[src/rtl/dec_pkg.sv]
// Shared types for the one-hot decoder / scan sequencer.
// Latency: n/a (types, constants and a helper function only).
// Backpressure: n/a.
package dec_pkg;

    // Operating modes, encoded as seen on the 2-bit mode port.
    typedef enum logic [1:0] {
        MODE_DIRECT = 2'b00,
        MODE_UP     = 2'b01,
        MODE_DN     = 2'b10,
        MODE_SWEEP  = 2'b11
    } mode_t;

    typedef enum logic {
        ST_IDLE = 1'b0,
        ST_RUN  = 1'b1
    } state_t;

    localparam int DEF_SEL_W = 4;
    localparam int DEF_OUT_W = 1 << DEF_SEL_W;

    // One-hot of an index at the default width.
    function automatic logic [DEF_OUT_W-1:0] onehot(input logic [DEF_SEL_W-1:0] i);
        logic [DEF_OUT_W-1:0] r;
        r    = '0;
        r[i] = 1'b1;
        return r;
    endfunction

endpackage

[src/rtl/dec_onehot.sv]
// Combinational enable + index to 2^SEL_W one-hot decoder.
// Latency: 0 cycles (pure combinational; the caller registers the result).
// Backpressure: none; output follows inputs.
//   en   in  1          when low the output is all-zero
//   idx  in  SEL_W      bit position to set
//   oh   out 2^SEL_W    one-hot (or all-zero) vector
module dec_onehot #(
    parameter int SEL_W = 4
) (
    input  logic                  en,
    input  logic [SEL_W-1:0]      idx,
    output logic [(2**SEL_W)-1:0] oh
);

    always_comb begin
        oh = '0;
        if (en) begin
            oh[idx] = 1'b1;
        end
    end

endmodule

[src/rtl/dec_scan_seq.sv]
// Registered SEL_W-to-2^SEL_W one-hot decoder with up/down/sweep scan sequencer.
// Latency: 1 cycle from sel/start to o/idx; every output is a flop.
// Backpressure: none; en=0 blanks o and freezes the sequencer in place.
//   clk, rst_n          clock, async active-low reset
//   en, mode, sel       enable, mode (DIRECT/UP/DN/SWEEP), index or scan start index
//   dwell, start, stop  per-index hold minus one, scan begin, scan abort
//   o, idx              registered one-hot output and its index
//   busy, wrap, done    scan active, wrap-around pulse, sweep complete pulse
module dec_scan_seq
    import dec_pkg::*;
#(
    parameter int SEL_W   = 4,
    parameter int DWELL_W = 8
) (
    input  logic                  clk,
    input  logic                  rst_n,
    input  logic                  en,
    input  logic [1:0]            mode,
    input  logic [SEL_W-1:0]      sel,
    input  logic [DWELL_W-1:0]    dwell,
    input  logic                  start,
    input  logic                  stop,
    output logic [(2**SEL_W)-1:0] o,
    output logic [SEL_W-1:0]      idx,
    output logic                  busy,
    output logic                  wrap,
    output logic                  done
);

    localparam int               OUT_W   = 2**SEL_W;
    localparam logic [SEL_W-1:0] IDX_MAX = {SEL_W{1'b1}};

    state_t               state, state_n;
    mode_t                mode_q, mode_n, mode_in;
    logic [DWELL_W-1:0]   cnt, cnt_n;
    logic [SEL_W-1:0]     idx_n;
    logic                 o_en_n, busy_n, wrap_n, done_n;
    logic [OUT_W-1:0]     o_n;

    assign mode_in = mode_t'(mode);

    // Next-state decisions. The decoder is driven from the next index so the
    // output register captures onehot(idx_n) on the same edge as idx.
    always_comb begin
        state_n = state;
        mode_n  = mode_q;
        cnt_n   = cnt;
        idx_n   = idx;
        o_en_n  = 1'b0;
        busy_n  = busy;
        wrap_n  = 1'b0;
        done_n  = 1'b0;
        if (en) begin
            case (state)
                ST_IDLE: begin
                    if (mode_in == MODE_DIRECT) begin
                        idx_n  = sel;
                        o_en_n = 1'b1;
                        busy_n = 1'b0;
                    end else if (start && !stop) begin
                        mode_n  = mode_in;
                        idx_n   = sel;
                        cnt_n   = dwell;
                        o_en_n  = 1'b1;
                        busy_n  = 1'b1;
                        state_n = ST_RUN;
                    end
                end
                ST_RUN: begin
                    if (stop) begin
                        busy_n  = 1'b0;
                        state_n = ST_IDLE;
                    end else if (start) begin
                        idx_n  = sel;
                        cnt_n  = dwell;
                        o_en_n = 1'b1;
                        if (mode_in == MODE_DIRECT) begin
                            // Restarting into DIRECT leaves the scan and decodes sel.
                            busy_n  = 1'b0;
                            state_n = ST_IDLE;
                        end else begin
                            mode_n = mode_in;
                        end
                    end else if (cnt != '0) begin
                        cnt_n  = cnt - DWELL_W'(1);
                        o_en_n = 1'b1;
                    end else begin
                        cnt_n  = dwell;
                        o_en_n = 1'b1;
                        case (mode_q)
                            MODE_UP: begin
                                idx_n  = idx + SEL_W'(1);
                                wrap_n = (idx == IDX_MAX);
                            end
                            MODE_DN: begin
                                idx_n  = idx - SEL_W'(1);
                                wrap_n = (idx == '0);
                            end
                            MODE_SWEEP: begin
                                if (idx == IDX_MAX) begin
                                    // Last index served: end of the single pass, idx stays at the top.
                                    o_en_n  = 1'b0;
                                    busy_n  = 1'b0;
                                    done_n  = 1'b1;
                                    state_n = ST_IDLE;
                                end else begin
                                    idx_n = idx + SEL_W'(1);
                                end
                            end
                            default: ;
                        endcase
                    end
                end
                default: ;
            endcase
        end
    end

    dec_onehot #(.SEL_W(SEL_W)) u_dec (
        .en  (o_en_n),
        .idx (idx_n),
        .oh  (o_n)
    );

    always_ff @(posedge clk or negedge rst_n) begin
        if (!rst_n) begin
            state  <= ST_IDLE;
            mode_q <= MODE_DIRECT;
            cnt    <= '0;
            idx    <= '0;
            o      <= '0;
            busy   <= 1'b0;
            wrap   <= 1'b0;
            done   <= 1'b0;
        end else begin
            state  <= state_n;
            mode_q <= mode_n;
            cnt    <= cnt_n;
            idx    <= idx_n;
            o      <= o_n;
            busy   <= busy_n;
            wrap   <= wrap_n;
            done   <= done_n;
        end
    end

endmodule

[config.mk]
export PLATFORM = sky130hd
export DESIGN_NAME = dec_scan_seq
export DESIGN_NICKNAME = d
export VERILOG_FILES = /design/src/rtl/dec_pkg.sv /design/src/rtl/dec_onehot.sv /design/src/rtl/dec_scan_seq.sv
export SDC_FILE = /design/constraint.sdc
export NUM_CORES = 1
export LEC_CHECK = 0
export ABC_AREA = 1
export CORE_AREA = 5 5 98 100
export CTS_CLUSTER_SIZE = 30
export DETAILED_ROUTE_END_ITERATION = 12
export DIE_AREA = 0 0 103 105
export PLACE_DENSITY = 0.45
export SETUP_SLACK_MARGIN = 0.3
export SKIP_CTS_REPAIR_TIMING = 1
export SLEW_MARGIN = 20
export SYNTH_ARGS = -nofsm -noshare
export SYNTH_HDL_FRONTEND = slang
export SYNTH_SLANG_ARGS = --single-unit
[constraint.sdc]
create_clock -name clk -period 2.75 [get_ports clk]
set_input_delay 0.825 -clock clk [delete_from_list [all_inputs] [get_ports clk]]
set_output_delay 0.825 -clock clk [all_outputs]
set_load 0.05 [all_outputs]
; ---- Word-level counts from Yosys, hierarchy flattened
; Index checks and enable logic that the tools add are counted.
[word_totals]
memories = 0
word_cells = 97
ram_bits = 0
mem_bits_ro = 0
latchBits = 0
regBits = 34
[classes]
n_eq_ne = 14
n_bitwise = 1
n_reduce_logical = 9
order_cmp = 2
n_shift = 0
n_div = 0
n_mul = 0
n_addsub = 3
muxes = 60
[op_table]
columns = op, n
row1 = $mux 8, 5
row2 = $mux 1, 33
row3 = $mux 4, 7
row4 = $mux 16, 1
row5 = $pmux 8 s2, 1
row6 = $ne 4x3->1 const B, 3
row7 = $pmux 4 s3, 1
row8 = $reduce_and 6->1, 2
row9 = $mux 2, 5
row10 = $ne 2x2->1 const B, 5
row11 = $pmux 1 s2, 4
row12 = $pmux 4 s2, 1
row13 = $reduce_bool 8->1, 1
row14 = $sub 8x1->8 const B, 1
row15 = $lt 4x5->1 const B, 1
row16 = $add 4x1->4 const B, 1
row17 = $demux 1 s4, 1
row18 = $eq 2x2->1 const B, 2
row19 = $eq 4x4->1 const B, 1
row20 = $ge 4x1->1 const B, 1
row21 = $logic_not 4->1, 1
row22 = $ne 4x4->1 const B, 1
row23 = $pmux 2 s2, 1
row24 = $reduce_and 4->1, 1
row25 = other kinds (7), 8

; ---- Logic depth before layout (Yosys ltp)
; Gate-level depths: netlist (run 1).
[depth]
word_depth = 13
depth_mapped = 16

; ---- By module
; A second synthesis (run 1) with hierarchy kept.
[hier_totals]
hier_cells = 274
hier_area_um2 = 2093.3
[by_module_without_submodules]
columns = mod, instances, seq_area_each_um2, area_each_um2, cells_each
row1 = dec_scan_seq, 1, 850.8, 1953.1, 241
row2 = dec_onehot, 1, 0.0, 140.1, 33

; ---- Worst setup path before layout (run 1)
; No wires, ideal clock.
[synth_path]
kind = register to register
startpoint = reg idx[0]
endpoint = reg o[2]
arrival_ns = 2.018
setup_ns = 0.072
n_path_buf = 0
stages_incl_launch_ff = 15
slack_ns = 0.660
required_time_ns = 2.678
path_cell_list = dfrtp_1 -> inv_1 -> ha_1 -> inv_1 -> nand2_1 -> o21ai_0 -> nand3_1 -> nand2_1 -> nand3_1 -> nand2_1 -> nand2_1 -> nand2_2 -> nor2_1 -> nand2_1 -> nor2_1
[synth_between]
elab_chain_len = 13
[synth_lines]
columns = element, line_no
row1 = start: declaration, dec_scan_seq.sv:24  ; output logic [SEL_W-1:0] idx,
row2 = start signal: assignment, dec_scan_seq.sv:139  ; idx <= idx_n;
row3 = $add 4x1->4 or $eq 4x4->1 (tied branches), "dec_scan_seq.sv:92, dec_scan_seq.sv:107, dec_scan_seq.sv:100"
row4 = $mux 4, dec_scan_seq.sv:100  ; if (idx == IDX_MAX) begin
row5 = $pmux 4 s3, dec_scan_seq.sv:90  ; case (mode_q)
row6 = $mux 4, dec_scan_seq.sv:84  ; end else if (cnt != '0) begin
row7 = $mux 4, dec_scan_seq.sv:73  ; end else if (start) begin
row8 = $mux 4, dec_scan_seq.sv:70  ; if (stop) begin
row9 = $pmux 4 s2, dec_scan_seq.sv:54  ; case (state)
row10 = $mux 4, dec_scan_seq.sv:53  ; if (en) begin
row11 = $lt 4x5->1 (not written as such) or $ge 4x1->1 (tied branches), dec_onehot.sv:18  ; oh[idx] = 1'b1;
row12 = $logic_and 1x1->1 (not written as such), dec_onehot.sv:18
row13 = $mux 1 (not written as such), dec_onehot.sv:18
row14 = $demux 1 s4, n/a
row15 = $mux 16 *, dec_onehot.sv:17  ; if (en) begin
row16 = named net o_n[2], dec_scan_seq.sv:38  ; logic [OUT_W-1:0] o_n;
row17 = end signal: assignment, dec_scan_seq.sv:140  ; o <= o_n;
row18 = end: declaration, dec_scan_seq.sv:23  ; output logic [(2**SEL_W)-1:0] o,
; Mark *: on every way through the listed nets, which the timed path passes. The rest lies on a longest branch.
; A chain may end at the register's enable or synchronous reset.

; ---- Worst setup path after layout (run 1)
[layout_path]
startpoint = in stop
endpoint = reg o[1]
[layout_between]
elab_chain_len = 11
[layout_lines]
columns = element, line_no
row1 = start: declaration, dec_scan_seq.sv:22  ; input logic stop,
row2 = $logic_not 1->1, dec_scan_seq.sv:60  ; end else if (start && !stop) begin
row3 = $logic_and 1x1->1, dec_scan_seq.sv:60
row4 = $mux 4, dec_scan_seq.sv:60
row5 = $mux 4, dec_scan_seq.sv:56  ; if (mode_in == MODE_DIRECT) begin
row6 = $pmux 4 s2, dec_scan_seq.sv:54
row7 = $mux 4, dec_scan_seq.sv:53
row8 = $lt 4x5->1 (not written as such) or $ge 4x1->1 (tied branches), dec_onehot.sv:18
row9 = $logic_and 1x1->1 (not written as such), dec_onehot.sv:18
row10 = $mux 1 (not written as such), dec_onehot.sv:18
row11 = $demux 1 s4, n/a
row12 = $mux 16 *, dec_onehot.sv:17
row13 = named net o_n[1], dec_scan_seq.sv:38
; Marked as above.

==> impl_metrics.env, run 1 <==
export IMPL_outcome="completed"
export IMPL_placement_setup_worst_slack_ps=72.90
export IMPL_dpl_cell_area_mm2=0.002674
export IMPL_critical_path_cell_chain="clkdlybuf4s50_1, inv_2, nand2_4, inv_1, a221oi_1, nand2_1, a21oi_2, nand3_2, nor2_1"
export IMPL_syn_num_nets=298
export IMPL_fmax_mhz=434.9
export IMPL_timing_max_transition_violations_final=0
export IMPL_cp_max_fo=8
export IMPL_vias_after_detailed_routing=1931
export IMPL_worst_slew_pin_slew_ps=512.1
export IMPL_drt_drc_violations_left=0
export IMPL_pwr_density_mw_per_mm2=612.4
export IMPL_timing_critical_path_max_delay_family="buffers and inverters"
export IMPL_fin_total_pwr_mw=1.719
export IMPL_htree_levels=2
export IMPL_synth_cells=271
export IMPL_antenna_violating_nets_post_route=0
export IMPL_clock_skew_ps=7.388
export IMPL_gpl_final_weighted_congestion=0.8316
export IMPL_port_buffers=41
export IMPL_num_nets_final=349
export IMPL_holdWs_ps=545.5
export IMPL_synth_avg_cell_area_um2=7.733
export IMPL_clk_transition_reported_paths_ps=80
export IMPL_path_buf_inv=3
export IMPL_endpoint_kind="flip-flop"
export IMPL_worst_r2r_setup_slack_ps=650
export IMPL_rows=34
export IMPL_hold_viol=0
export IMPL_final_util_pct=32.66
export IMPL_drt_vias_per_instance=4.480
export IMPL_die_h_um=105
export IMPL_cts_buffers=5
export IMPL_globalRouteOverflowTotal=0
export IMPL_final_area_mm2=0.002806
export IMPL_drt_initial_drc_count=59
export IMPL_core_region_area_mm2=0.008593
export IMPL_layout_commonest_cell="sky130_fd_sc_hd__nand2_1"
export IMPL_critical_path_slowest_cell="sky130_fd_sc_hd__clkdlybuf4s50_1"
export IMPL_antennaDiodeCount=0
export IMPL_synth_seq_cells=34
export IMPL_start_util_pct=24.39
export IMPL_final_total_negative_setup_slack_ps=0
export IMPL_max_cap_violations=0
export IMPL_mappedNetlistArea_mm2=0.002096
export IMPL_grt_max_degree=35
export IMPL_period_minus_slack_ps=2299
export IMPL_first_global_vias=1883
export IMPL_post_synth_num_cell_types=34
export IMPL_dpl_hpwl_mm=4.421
export IMPL_vdd_ir_drop_worst_mv=0.2514
export IMPL_antenna_violations_before_repair=0
export IMPL_ys_seq_area_share_pct=40.60
export IMPL_detail_route_wl_per_cell_um=13.54
export IMPL_critPathKind="in2reg"
export IMPL_leakagePower_nw=1.340
export IMPL_grt_total_usage_pct=11.24
export IMPL_final_cell_mix="49 x sky130_fd_sc_hd__nand2_1, 38 x sky130_fd_sc_hd__clkdlybuf4s50_1, 35 x sky130_fd_sc_hd__nor2_1"
export IMPL_grt_first_pass_wirelength_mm=9.535
export IMPL_ys_warn_count=0
export IMPL_dieWidth_um=103
export IMPL_totalWireLength_mm=5.834
export IMPL_timing_final_setup_violations=0
export IMPL_final_setup_slack_of_the_worst_path_ps=450.7
export IMPL_flow_area_growth_from_synthesis_pct=33.91
export IMPL_critical_path_arrival_ps=2520
export IMPL_delay_of_the_slowest_critical_path_stage_ps=570
export IMPL_drtPass1Iterations=6
export IMPL_clk_latency_ps=280
export IMPL_cts_tree="yes"
export IMPL_worst_endpoint_required_ps=2970
export IMPL_boundary_pins=42
export IMPL_setup_repair_after_global_routing_missed_its_margin="no"
export IMPL_worst_hold_path_type="reg2reg"
export IMPL_dieArea_mm2=0.01082
export IMPL_finalCritPeriodShare_pct=83.61
export IMPL_count_of_placed_standard_cells_in_the_final_layout_fillers_left_out=431
export IMPL_clock_tree_root_cell="sky130_fd_sc_hd__clkbuf_8"
export IMPL_clock_path_buffers=2
export IMPL_post_place_cells=423
export IMPL_worst_setup_path_start_kind="input port"
export IMPL_cts_sinks=34
export IMPL_slew_headroom_pct=65.76
export IMPL_fraction_of_final_layout_cells_sized_beyond_drive_strength_1_pct=14.55
-- per-layer routing --
| metal | vias to the layer above | track usage, % | part of all wire, % |
|---|---|---|---|
| met3 | 2 | 2.665 | 5.6 |
| met4 | 0 | 3.053 | 0.75 |
| met2 | 51 | 17.23 | 45 |
| met1 | 905 | 15.72 | 48 |
| met5 | - | 0 | 0 |
| li1 | 973 | - | - |
-- where the power goes --
group	internal [mW]	leakage, nW	switching, mW
Clock	0.270	0.0504	0.195
Sequential	0.563	0.441	0.0695
Combinational	0.218	0.849	0.404
-- final timing paths --
| check | start | to | cells after the start |
|---|---|---|---|
| min in group asynchronous | rst_n | cnt[6] | 2 |
| setup reg to reg | idx[0] | o[11] | 14 |
| hold / removal | busy | busy | 2 |
| setup / recovery | stop | o[1] | 9 |
| max in group asynchronous | rst_n | idx[1] | 2 |
| hold reg to reg | busy | busy | 2 |
-- synth_stat cells, drive strengths merged --
| cell type | instances | share of area [%] |
|---|---|---|
| a211oi | 3 | 1.1 |
| a21boi | 1 | 0.36 |
| a21oi | 14 | 3.3 |
| a221oi | 2 | 0.84 |
| a22oi | 1 | 0.36 |
| a31oi | 2 | 0.60 |
| a32oi | 1 | 0.42 |
| buf | 6 | 1.7 |
| dfrtp | 34 | 41 |
| ha | 8 | 4.8 |
| inv | 39 | 7.0 |
| nand2 | 61 | 13 |
| nand3 | 22 | 6.2 |
| nand3b | 1 | 0.36 |
| nand4 | 1 | 0.30 |
| nor2 | 41 | 9.3 |
| nor3 | 4 | 1.5 |
| o2111ai | 1 | 0.42 |
| o211ai | 2 | 0.72 |
| o21ai | 22 | 5.4 |
| o22ai | 1 | 0.30 |
| o31ai | 1 | 0.36 |
| xor2 | 3 | 1.3 |
-- area by class of cell --
class / count / area, µm²
clock inverters: 3 / 45.04
inverters: 39 / 146.4
well taps: 108 / 135.1
fillers: 917 / 5787
clock buffers: 5 / 68.82
repair buffers: 50 / 485.5
multi-input cells: 192 / 1075
flip-flops and latches: 34 / 850.8
-- state kept, by name, summed over array words and instances, names as in the netlist --
register / count
mode_q: 2
busy: 1
o: 16
idx: 4
done: 1
cnt: 8
state: 1
wrap: 1
-- logic make-up after synthesis --
kind of cell    Yosys count  share of synthesized area, %
xor+xnor                  3                         1.254
flops                    34                         40.60
buf+inv                  45                         8.657
fa+ha+maj                 8                         4.776
compound gates           51                         14.21
simple gates            130                         30.51
-- worst register-to-register path, cell delays in order (launching register included) --
cell and delay, ps:
sky130_fd_sc_hd__dfrtp_1 530, sky130_fd_sc_hd__inv_1 200, sky130_fd_sc_hd__ha_1 340, sky130_fd_sc_hd__inv_1 50
sky130_fd_sc_hd__nand2_1 50, sky130_fd_sc_hd__o21ai_0 70, sky130_fd_sc_hd__nand3_1 90, sky130_fd_sc_hd__nand2_1 50
sky130_fd_sc_hd__nand3_1 70, sky130_fd_sc_hd__nand2_1 50, sky130_fd_sc_hd__nand2_1 70, sky130_fd_sc_hd__nand2_2 90
sky130_fd_sc_hd__nor2_2 140, sky130_fd_sc_hd__nand2_1 120, sky130_fd_sc_hd__nor2_1 130
(Power assumes the default switching activity.)
==> run 2, diff against run 1 <==
Clock period 2.75 ns to 2.2 ns, I/O delays scaled along.
==> run 2 against run 1 <==
Setup slack got worse by 230 ps. Clock skew increased by 3.6 ps. Die area unchanged. Register-to-register slack got worse by 430 ps. Sequential cell count unchanged. Cell count increased by 9.0%. Sequential share of layout area decreased by 5.5 points. Clock power increased by 51%. Final area increased by 23%. Sequential power increased by 28%. Combinational power increased by 67%. Critical path type is now reg2reg. Largest power group is now combinational cells.
==> impl_metrics.env, run 2 (synthesized netlist as in run 1, its figures left out) <==
export IMPL_worst_setup_path_start_kind="flip-flop"
export IMPL_clk_transition_reported_paths_ps=80
export IMPL_clock_path_buffers=2
export IMPL_rr_endpoint="o[2]"
export IMPL_antenna_violating_nets_post_route=0
export IMPL_fmax_mhz=504.9
export IMPL_htree_levels=2
export IMPL_grt_max_degree=35
export IMPL_slew_headroom_pct=65.11
export IMPL_finalCritPeriodShare_pct=90.02
export IMPL_total_switching_power_mw=0.9598
export IMPL_hold_viol=0
export IMPL_largest_register_ff_count=16
export IMPL_worst_hold_path_endpoint="cnt[1]"
export IMPL_endpoint_kind="flip-flop"
export IMPL_cp_max_fo=8
export IMPL_antennaDiodeCount=0
export IMPL_min_delay_path_depth=2
export IMPL_num_nets_final=388
export IMPL_timing_final_setup_violations=0
export IMPL_internal_power_mw=1.591
export IMPL_routed_top_layer="met4"
export IMPL_p_sw_share_pct=37.63
export IMPL_vias_after_detailed_routing=2119
export IMPL_flow_area_growth_from_synthesis_pct=64.48
export IMPL_gpl_final_weighted_congestion=0.7995
export IMPL_detail_route_wl_per_cell_um=13.80
export IMPL_cts_buffers=5
export IMPL_setup_repair_after_global_routing_missed_its_margin="yes"
export IMPL_power_share_sequential_pct=31.7
export IMPL_critical_path_arrival_ps=2200
export IMPL_clock_skew_ps=11.00
export IMPL_worst_r2r_setup_slack_ps=220
export IMPL_combinational_power_share_pct=40.8
export IMPL_worst_endpoint_required_ps=2420
export IMPL_met2RoutedLength_mm=3.124
export IMPL_outcome="completed"
export IMPL_first_global_vias=2040
export IMPL_layout_commonest_cell="sky130_fd_sc_hd__buf_4"
export IMPL_cts_tree="yes"
export IMPL_totalWireLength_mm=6.486
export IMPL_dpl_hpwl_mm=4.721
export IMPL_dieArea_mm2=0.01082
export IMPL_die_h_um=105
export IMPL_leakagePower_nw=1.937
export IMPL_clock_tree_root_cell="sky130_fd_sc_hd__clkbuf_8"
export IMPL_max_cap_violations=0
export IMPL_critPathKind="reg2reg"
export IMPL_r2r_start="idx[1]"
export IMPL_post_place_cells=446
export IMPL_fraction_of_final_layout_cells_sized_beyond_drive_strength_1_pct=39.78
export IMPL_worst_hold_path_type="reg2reg"
export IMPL_core_region_area_mm2=0.008593
export IMPL_start_util_pct=24.39
export IMPL_antenna_violations_before_repair=0
export IMPL_final_util_pct=40.11
export IMPL_regMostFlops="o"
export IMPL_grt_first_pass_wirelength_mm=10.12
export IMPL_boundary_pins=42
export IMPL_cts_sinks=34
export IMPL_reg2regPathDepth=14
export IMPL_detail_route_wirelength_met1_mm=2.927
export IMPL_dieWidth_um=103
export IMPL_globalRouteOverflowTotal=0
export IMPL_drt_drc_violations_left=0
export IMPL_period_minus_slack_ps=1981
export IMPL_num_fill_cells=875
export IMPL_count_of_placed_standard_cells_in_the_final_layout_fillers_left_out=470
export IMPL_grt_total_usage_pct=11.84
export IMPL_drt_initial_drc_count=72
export IMPL_clockPowerShare_pct=27.5
export IMPL_pwr_density_mw_per_mm2=739.9
export IMPL_timing_hold_worst_start="cnt[1]"
export IMPL_vdd_ir_drop_worst_mv=0.3810
export IMPL_reg_largest_list="o: 16 flops, cnt: 8 flops, idx: 4 flops"
export IMPL_drt_vias_per_instance=4.509
export IMPL_port_buffers=41
export IMPL_clk_latency_ps=290
export IMPL_met3WireLength_um=372
export IMPL_worst_slew_pin_slew_ps=522.5
export IMPL_drtPass1Iterations=5
export IMPL_rows=34
export IMPL_timing_max_transition_violations_final=0
export IMPL_final_cell_mix="48 x sky130_fd_sc_hd__buf_4, 39 x sky130_fd_sc_hd__nand2_1, 29 x sky130_fd_sc_hd__dfrtp_1"
==> run 2: metrics by stage <==
stage	worst slack [ps]	TNS, ps	hold WS [ps]	power, mW	area [µm²]
finish	219.5	0	544.1	2.550	3447
detailed placement	-228.8	-4295	535.4	1.623	2834
global route	96.67	0	568.8	2.699	3447
global placement	-258.8	-3942	531.0	1.625	2834
floorplan	315.3	0	364.4	1.333	2098
CTS	66.14	0	551.2	2.337	2972
==> run 2: worst max-delay path, cell delays in order (launching register included) <==
cell	delay, ps
sky130_fd_sc_hd__dfrtp_2	510
sky130_fd_sc_hd__ha_4	200
sky130_fd_sc_hd__nand3_4	110
sky130_fd_sc_hd__nor2_4	140
sky130_fd_sc_hd__nand2_1	60
sky130_fd_sc_hd__nand3_1	90
sky130_fd_sc_hd__nand2_1	70
sky130_fd_sc_hd__nand3_2	70
sky130_fd_sc_hd__nand2_1	50
sky130_fd_sc_hd__nand2_1	90
sky130_fd_sc_hd__nand2_2	90
sky130_fd_sc_hd__buf_12	130
sky130_fd_sc_hd__nor2_4	130
sky130_fd_sc_hd__nand2_4	90
sky130_fd_sc_hd__nor2_1	90
==> run 2: power groups by stage <==
stage	clock [mW]	sequential [mW]	combinational (mW)
after global routing	0.742	0.821	1.14
after floorplan	0	0.873	0.460
after detailed placement	0	0.811	0.813
after global placement	0	0.811	0.814
final	0.701	0.810	1.04
after CTS	0.720	0.798	0.819
==> run 2: area by class of cell <==
type,count,area [µm²],share of cell area (%)
clock buffers,5,68.82,1.996
multi-input cells,192,1321,38.33
flip-flops and latches,34,857.1,24.86
well taps,108,135.1,3.920
clock inverters,3,68.82,1.996
repair buffers,89,842.1,24.43
inverters,39,153.9,4.465
==> run 2: per-layer routing <==
| layer | up-vias | global-route usage, % |
|---|---|---|
| met5 | - | 0 |
| met4 | 0 | 3.515 |
| met3 | 6 | 2.931 |
| met2 | 47 | 18.19 |
| met1 | 1006 | 16.33 |
| li1 | 1060 | - |
==> run 2: worst max path at each step <==
stage | start | to | slack, ps
after floorplan | idx[0] | o[2] | 320
after global placement | stop | o[1] | -260
after detailed placement | stop | o[1] | -230
after CTS | stop | o[1] | 70
after global routing | idx[1] | o[10] | 100
final | idx[1] | o[2] | 220
==> run 3, diff against run 2 <==
Settings changed: CAP_MARGIN set to 25.
==> results of run 3 <==
Same layout as run 2: the final DEF is identical, and so are final timing and power.
